<file path="src/rtl/lc3_mem_pkg.sv">
// Shared types and defaults for the LC-3 memory arbiter.
package lc3_mem_pkg;

    localparam int LC3_AW          = 16;
    localparam int LC3_DW          = 16;
    localparam int LC3_WAIT_CYCLES = 2;
    localparam int LC3_CNT_W       = 4;

    typedef enum logic [1:0] {
        ST_IDLE   = 2'd0,
        ST_ACCESS = 2'd1,
        ST_DONE   = 2'd2
    } lc3_mem_state_e;

endpackage

</file>
<file path="src/rtl/lc3_rr_arb2.sv">
// Two-way round-robin pick: bit 0 is the CPU, bit 1 the debug port; grant = 1 selects debug.
module lc3_rr_arb2 (
    input  logic [1:0] req,
    input  logic       last,
    output logic       grant
);

    // Debug wins when it is alone, or on a tie when the CPU was served last.
    assign grant = req[1] & (~req[0] | ~last);

endmodule

</file>
<file path="src/rtl/lc3_mem_arbiter.sv">
// Arbitrates the CPU and debug/loader ports onto one fixed-latency memory
// using an IDLE -> ACCESS -> DONE sequence per transaction.
module lc3_mem_arbiter
    import lc3_mem_pkg::*;
#(
    parameter int WAIT_CYCLES = LC3_WAIT_CYCLES,
    parameter int AW          = LC3_AW,
    parameter int DW          = LC3_DW
) (
    input  logic          clk,
    input  logic          reset,
    input  logic          cpu_req,
    input  logic          cpu_we,
    input  logic [AW-1:0] cpu_addr,
    input  logic [DW-1:0] cpu_wdata,
    output logic [DW-1:0] cpu_rdata,
    output logic          cpu_ready,
    input  logic          dbg_req,
    input  logic          dbg_we,
    input  logic [AW-1:0] dbg_addr,
    input  logic [DW-1:0] dbg_wdata,
    output logic [DW-1:0] dbg_rdata,
    output logic          dbg_ready,
    output logic          mem_en,
    output logic          mem_we,
    output logic [AW-1:0] mem_addr,
    output logic [DW-1:0] mem_wdata,
    input  logic [DW-1:0] mem_rdata,
    output logic          grant_dbg
);

    localparam logic [LC3_CNT_W-1:0] LAST_CNT = LC3_CNT_W'(WAIT_CYCLES - 1);

    lc3_mem_state_e       state_q, state_d;
    logic [LC3_CNT_W-1:0] cnt_q, cnt_d;
    logic                 grant_dbg_q, grant_dbg_d;
    logic                 we_q, we_d;
    logic [AW-1:0]        addr_q, addr_d;
    logic [DW-1:0]        wdata_q, wdata_d;
    logic [DW-1:0]        cpu_rdata_q, cpu_rdata_d;
    logic [DW-1:0]        dbg_rdata_q, dbg_rdata_d;
    logic                 arb_grant;

    lc3_rr_arb2 u_arb (
        .req   ({dbg_req, cpu_req}),
        .last  (grant_dbg_q),
        .grant (arb_grant)
    );

    always_comb begin
        state_d     = state_q;
        cnt_d       = cnt_q;
        grant_dbg_d = grant_dbg_q;
        we_d        = we_q;
        addr_d      = addr_q;
        wdata_d     = wdata_q;
        cpu_rdata_d = cpu_rdata_q;
        dbg_rdata_d = dbg_rdata_q;
        case (state_q)
            ST_IDLE: begin
                if (cpu_req || dbg_req) begin
                    state_d     = ST_ACCESS;
                    cnt_d       = '0;
                    grant_dbg_d = arb_grant;
                    we_d        = arb_grant ? dbg_we    : cpu_we;
                    addr_d      = arb_grant ? dbg_addr  : cpu_addr;
                    wdata_d     = arb_grant ? dbg_wdata : cpu_wdata;
                end
            end
            ST_ACCESS: begin
                if (cnt_q == LAST_CNT) begin
                    state_d = ST_DONE;
                    // Read data is only valid in the final access cycle.
                    if (!we_q) begin
                        if (grant_dbg_q) dbg_rdata_d = mem_rdata;
                        else             cpu_rdata_d = mem_rdata;
                    end
                end else begin
                    cnt_d = cnt_q + 4'd1;
                end
            end
            ST_DONE: state_d = ST_IDLE;
            default: state_d = ST_IDLE;
        endcase
    end

    always_ff @(posedge clk or posedge reset) begin
        if (reset) begin
            state_q     <= ST_IDLE;
            cnt_q       <= '0;
            grant_dbg_q <= 1'b1;
            we_q        <= 1'b0;
            addr_q      <= '0;
            wdata_q     <= '0;
            cpu_rdata_q <= '0;
            dbg_rdata_q <= '0;
        end else begin
            state_q     <= state_d;
            cnt_q       <= cnt_d;
            grant_dbg_q <= grant_dbg_d;
            we_q        <= we_d;
            addr_q      <= addr_d;
            wdata_q     <= wdata_d;
            cpu_rdata_q <= cpu_rdata_d;
            dbg_rdata_q <= dbg_rdata_d;
        end
    end

    assign mem_en    = (state_q == ST_ACCESS);
    assign mem_we    = mem_en & we_q;
    assign mem_addr  = addr_q;
    assign mem_wdata = wdata_q;
    assign cpu_ready = (state_q == ST_DONE) & ~grant_dbg_q;
    assign dbg_ready = (state_q == ST_DONE) &  grant_dbg_q;
    assign cpu_rdata = cpu_rdata_q;
    assign dbg_rdata = dbg_rdata_q;
    assign grant_dbg = grant_dbg_q;

endmodule

</file>
<file path="config.mk">
export PLATFORM = sky130hd
export DESIGN_NAME = lc3_mem_arbiter
export DESIGN_NICKNAME = d
export VERILOG_FILES = /design/src/rtl/lc3_mem_pkg.sv /design/src/rtl/lc3_rr_arb2.sv /design/src/rtl/lc3_mem_arbiter.sv
export SDC_FILE = /design/constraint.sdc
export NUM_CORES = 1
export LEC_CHECK = 0
export CAP_MARGIN = 20
export CORE_UTILIZATION = 44
export DETAILED_ROUTE_END_ITERATION = 16
export GPL_ROUTABILITY_DRIVEN = 0
export GPL_TIMING_DRIVEN = 1
export PLACE_DENSITY = 0.88
export SETUP_SLACK_MARGIN = 0.1
export SYNTH_ARGS = -nofsm -noshare
export SYNTH_HDL_FRONTEND = slang
export SYNTH_SLANG_ARGS = --single-unit
</file>
<file path="constraint.sdc">
create_clock -name clk -period 5.05 [get_ports clk]
set_input_delay 1.515 -clock clk [delete_from_list [all_inputs] [get_ports clk]]
set_output_delay 1.515 -clock clk [all_outputs]
set_load 0.005 [all_outputs]
</file>
Word level (Yosys, flattened, before mapping)
Cells that the tools add are included.
{"block": "word_totals", "regBits": 72, "latch_bits": 0, "ram_bits": 0, "romBits": 0, "in_bits": 86, "output_inout_bits": 69, "word_cells": 40, "mem_count": 0}
{"block": "op_classes", "addsub": 1, "multipliers": 0, "n_div": 0, "magnitude_cmp": 0, "n_eq_ne": 6, "shifts": 0, "n_mux": 9, "bitwise": 8, "n_reduce_logical": 8}
{"cell": "two-way mux 16 bit", "count": 2}
{"cell": "two-way mux 4 bit", "count": 2}
{"cell": "case mux 4 bit (2 select lines)", "count": 1}
{"cell": "AND reduction 4 bit", "count": 2}
{"cell": "adder 4 x 1 -> 4 bit (second input constant)", "count": 1}
{"cell": "AND 1 bit", "count": 4}
{"cell": "equality test 4 x 1 -> 1 bit (second input constant)", "count": 1}
{"cell": "two-way mux 2 bit", "count": 2}
{"cell": "inequality test 2 bit (second input constant)", "count": 2}
{"cell": "case mux 2 bit (2 select lines)", "count": 1}
{"cell": "AND reduction 2 bit", "count": 2}
{"cell": "NOT 1 bit", "count": 3}
{"cell": "AND reduction 3 bit", "count": 1}
{"cell": "equality test 2 x 1 -> 1 bit (second input constant)", "count": 1}
{"cell": "equality test 2 bit (second input constant)", "count": 1}
{"cell": "logical NOT 2 bit", "count": 1}
{"cell": "inequality test 2 x 1 -> 1 bit (second input constant)", "count": 1}
{"cell": "nonzero test 2 bit", "count": 1}
{"cell": "logical OR 1 bit", "count": 1}
{"cell": "two-way mux 1 bit", "count": 1}
{"cell": "OR 1 bit", "count": 1}

Longest topological paths before layout
{"block": "logic_depth", "ltp_word": 4, "mapped_depth": 7, "depth_no_buf": 5}

Modules after synthesis
From an unflattened synthesis, not the netlist that was laid out.
{"block": "hier_totals", "cells_unflattened": 253, "area_unflattened_um2": 3184.3}
{"module": "lc3_mem_arbiter", "n_inst": 1, "cells_each": 252, "area_each_um2": 3173.0, "seq_area_each_um2": 1803.0}
{"module": "lc3_rr_arb2", "n_inst": 1, "cells_each": 1, "area_each_um2": 11.3, "seq_area_each_um2": 0.0}

Least setup slack after synthesis
OpenSTA, ideal clock, no wires.
{"block": "synth_path", "kind": "input to register", "start": "in cpu_req", "end": "reg addr_q[10], in the netlist mem_addr[10]", "t_arrival_ps": 2327, "t_required_ps": 4909, "slack_ps": 2582, "stages": 5, "n_path_buf": 2, "path_cell_list": "or2_2 > clkbuf_1 > clkbuf_1 > a21oi_1 > a31oi_1"}
{"block": "synth_via", "elab_chain_cells": 4}
{"item": "start, declared", "line_no": "lc3_mem_arbiter.sv:12", "rtl": "input logic cpu_req,"}
{"item": "NOT 1 bit", "line_no": "lc3_rr_arb2.sv:9", "rtl": "assign grant = req[1] & (~req[0] | ~last);"}
{"item": "OR 1 bit", "line_no": "lc3_rr_arb2.sv:9"}
{"item": "AND 1 bit", "line_no": "lc3_rr_arb2.sv:9"}
{"item": "two-way mux 16 bit", "line_no": "lc3_mem_arbiter.sv:66", "rtl": "addr_d = arb_grant ? dbg_addr : cpu_addr;"}
{"item": "end signal, assigned", "line_no": "lc3_mem_arbiter.sv:102", "rtl": "addr_q <= addr_d;"}
{"item": "end, declared", "line_no": "lc3_mem_arbiter.sv:38", "rtl": "logic [AW-1:0] addr_q, addr_d;"}
Several ways; a longest one is shown, not always the timed one.
A chain may end at the register's enable or synchronous reset.

Final worst setup path
{"block": "layout_path", "start": "reg state_q[1]", "end": "out mem_we"}
{"block": "layout_via", "elab_chain_cells": 2}
{"item": "start, declared", "line_no": "lc3_mem_arbiter.sv:34", "rtl": "lc3_mem_state_e state_q, state_d;"}
{"item": "start signal, assigned", "line_no": "lc3_mem_arbiter.sv:98", "rtl": "state_q <= state_d;"}
{"item": "equality test 2 x 1 -> 1 bit", "line_no": "lc3_mem_arbiter.sv:109", "rtl": "assign mem_en = (state_q == ST_ACCESS);"}
{"item": "AND 1 bit", "line_no": "lc3_mem_arbiter.sv:110", "rtl": "assign mem_we = mem_en & we_q;"}
{"item": "end, declared", "line_no": "lc3_mem_arbiter.sv:25", "rtl": "output logic mem_we,"}
Every way passes these cells.

==> metrics.md <==
| Metric | Value |
|---|---|
| Mean Syn Cell Area | 10.77 um^2 |
| Clk slew on worst S/H paths | 0.08 ns |
| R2r setup slk | 2.45 ns |
| Most frequent cells in the layout | 154 x clkdlybuf4s50_1, 71 x dfrtp_1, 70 x nand2_1 |
| RR Startpoint | cnt_q[1] |
| Clock root cell | clkbuf_8 |
| Yosys cell types | 32 |
| Crit. End Element | output pin |
| Mapped Area | around 3200 um^2 |
| # resized after CTS | 0 |
| Final Util | 0.7257 |
| Reg2reg path depth | 5 |
| CTS Buf Count | 9 |
| Status | finished, final reports clean |
| Worst min path class | register to register |
| Max-slew violations | 0 |
| Layout cells sized above 1 | 0.1387 |
| Hold_buf cts | 0 |
| Register bit total from synthesis | 72 |
| Largest net degree at the start of global routing | 35 |
| Mapped Cells | 294 |
| Synthesis Warnings | 0 |
| RSZ-0062 raised after global routing | false |
| Iter 0 DRT Violations | about 160 |
| Worst Max-Slew Pin Slew | about 0.94 ns |
| Row cnt | 30 |
| Vias/cell | 5.260 |
| Setup TNS | 0 ns |
| Power Dens Cells | a little under 600 nW/um^2 |
| FILL cells | 480 |
| Critical Path RT | 3.54 ns |
| RR Endpoint | dbg_rdata[9] |
| Crit-path max FO | 8 |
| Top area cells in the synthesized netlist | dfrtp_1 56%, nand2_1 8.3%, mux2_2 7.8% |
| Finish-stage setup viols | 0 |
| Count of flip-flops with a built-in enable after synthesis | 0 |
| Setup ws final | 1.685 ns |
| Count of final hold-check violations | 0 |
| Crit Path Category | register to output pin |
| Die X | 86.82 um |
| CP startpoint | state_q[1] |
| Synth Flop Type | dfrtp_1 |
| Post-DP Area | 4765 um^2 |
| Wire length of the first global-routing pass | 14030 um |
| Capture point of the critical path | mem_we |
| Gr ovfl total | 0 |
| Period utilisation layout | 0.6663 |
| Ys async rst share | 1.000 |
| Diodes inserted | 0 |
| Sequential share of the synthesized area | 0.5696 |
| Gr usage total | 0.2470 |
| Die area | 7538 um^2 |
| Worst skew pair latency | 0.35 ns |
| Most common cell after layout, fill and taps aside | clkdlybuf4s50_1 |
| Max transition margin | 0.3729 |
| Initial antenna violation count | 0 |
| Fin Clk Skew | 0.006453 ns |
| Vias post-DR | ~2900 |
| Max frequency | 297.2 MHz |
| I/O pin total | 155 |
| Hold path depth | 1 |
| Core ar. | about 7000 um^2 |
| CP startpoint kind | register |
| CTS tree | done |
| Worst path cell trace | nand2b_1 -> inv_1 -> and2_1 -> clkdlybuf4s50_1 |
| H-tree levels | 3 |
| Vias in the first global route | 2897 |
| Yosys top cell by area | dfrtp_1 |
| Post-route cell area | 4985 um^2 |
| DP Wirelength | between 6000 and 7000 um |
| Total Nets Final | 530 |
| Area growth, synth to finish | 57.47% |
| Critical Path AT | 1.85 ns |
| Leakage power | between 0.002 and 0.0025 uW |
| Maximum clock path buffer count | 2 |
| Worst VDD drop | 262.5 uV |
| Max Cap Viol | 0 |
| Synth Net Count | approximately 380 |
| Clock Sinks | 72 |
| Postcts setup bufs | 0 |
| Share of the synthesized area in the top cell type | 0.5613 |
| # DRC | 0 |
| # port buffers | 154 |
| Antenna Nets Post-Route | 0 |
| CP max-delay cell | clkdlybuf4s50_1 |
| WL/cell | 16.46 um |
| DIE HEIGHT | 86.82 um |
| Tmin final | 3.365 ns |
| Initial Util | 0.4608 |
| Drt total wl | 8939 um |
| 1st-pass router iterations | 4 |
| Setup Slack @ Placement | roughly 1.8 ns |
| Slowest cell delay on critical path | 0.49 ns |
==> cell usage after synthesis, types with 2 or more instances <==
cell and count:
nor3b_1 2, o22ai_1 2, nand2_1 70, a31oi_1 34
a21oi_1 34, or2_2 2, inv_1 3, clkbuf_1 18
nor2_1 4, mux2_4 10, dfrtp_1 71, mux2_2 22
buf_2 2, ha_1 2
==> final cells by class <==
class / count / area (um^2) / area share
Multi-Input combinational cell: 197 / 1251 / 0.2510
Inverter: 3 / 11.26 / 0.002259
Tap cell: 96 / 120.1 / 0.02410
Timing Repair Buffer: 159 / 1579 / 0.3168
Clock buffer: 9 / 123.9 / 0.02485
Sequential cell: 72 / 1803 / 0.3617
Clock inverter: 7 / 96.34 / 0.01933
==> where the power goes <==
| part | internal (uW) | switching [uW] |
|---|---|---|
| Clock | 278 | 226 |
| Combinational | 813 | 499 |
| Sequential | 873 | 185 |
| Total | 1960 | 910 |
==> per-stage QoR <==
step | total power (uW) | cells | hold slack, ns
after floorplan | 1604 | 294 | 0.5021
after global placement | 2315 | 527 | 0.4859
after detailed placement | 2375 | 527 | 0.4914
after CTS | 2898 | 543 | 0.5125
after global routing | 3053 | 543 | 0.5243
final | 2874 | 543 | 0.5122
==> how the worst min path moves through the flow <==
stage | from | end | slack [ns]
after floorplan | cnt_q[0] | cnt_q[0] | 0.50
after global placement | cpu_rdata[13] | cpu_rdata[13] | 0.49
after detailed placement | dbg_rdata[1] | dbg_rdata[1] | 0.49
after CTS | cpu_rdata[7] | cpu_rdata[7] | 0.51
after global routing | dbg_rdata[10] | dbg_rdata[10] | 0.52
final | dbg_rdata[0] | dbg_rdata[0] | 0.51
==> sequential cells by signal (all words and copies together), names as in the netlist <==
register and flops:
cpu_rdata 16, dbg_rdata 16, mem_addr 16, mem_wdata 16, cnt_q 4, state_q 2, grant_dbg 1, we_q 1
==> per-layer routing <==
metal	GRT usage	part of all wire	wire length, um
met1	0.2872	0.40	3608
met2	0.4209	0.50	4474
met5	0	0	0
met4	0.1030	0.018	163
met3	0.07810	0.078	693
==> kinds of logic (layout without fill, tap and decap cells) <==
logic type,after synthesis,count (layout),share of synthesized area
buffers and inverters,25,178,0.03794
and+or+nand+nor,86,86,0.1154
adders and majority gates,2,2,0.007904
muxes,33,33,0.1289
DFF,72,72,0.5696
AOI/OAI and AO/OA,75,75,0.1375
xor gates and xnor gates,1,1,0.002767
==> critical path: cells and delay by family (launching register included) <==
kind / cells / cell delay [ns]
DFF: 1 / 0.42
buffers and inverters: 2 / 0.68
and+or+nand+nor: 2 / 0.41
Power figures use the tool's default switching activity.
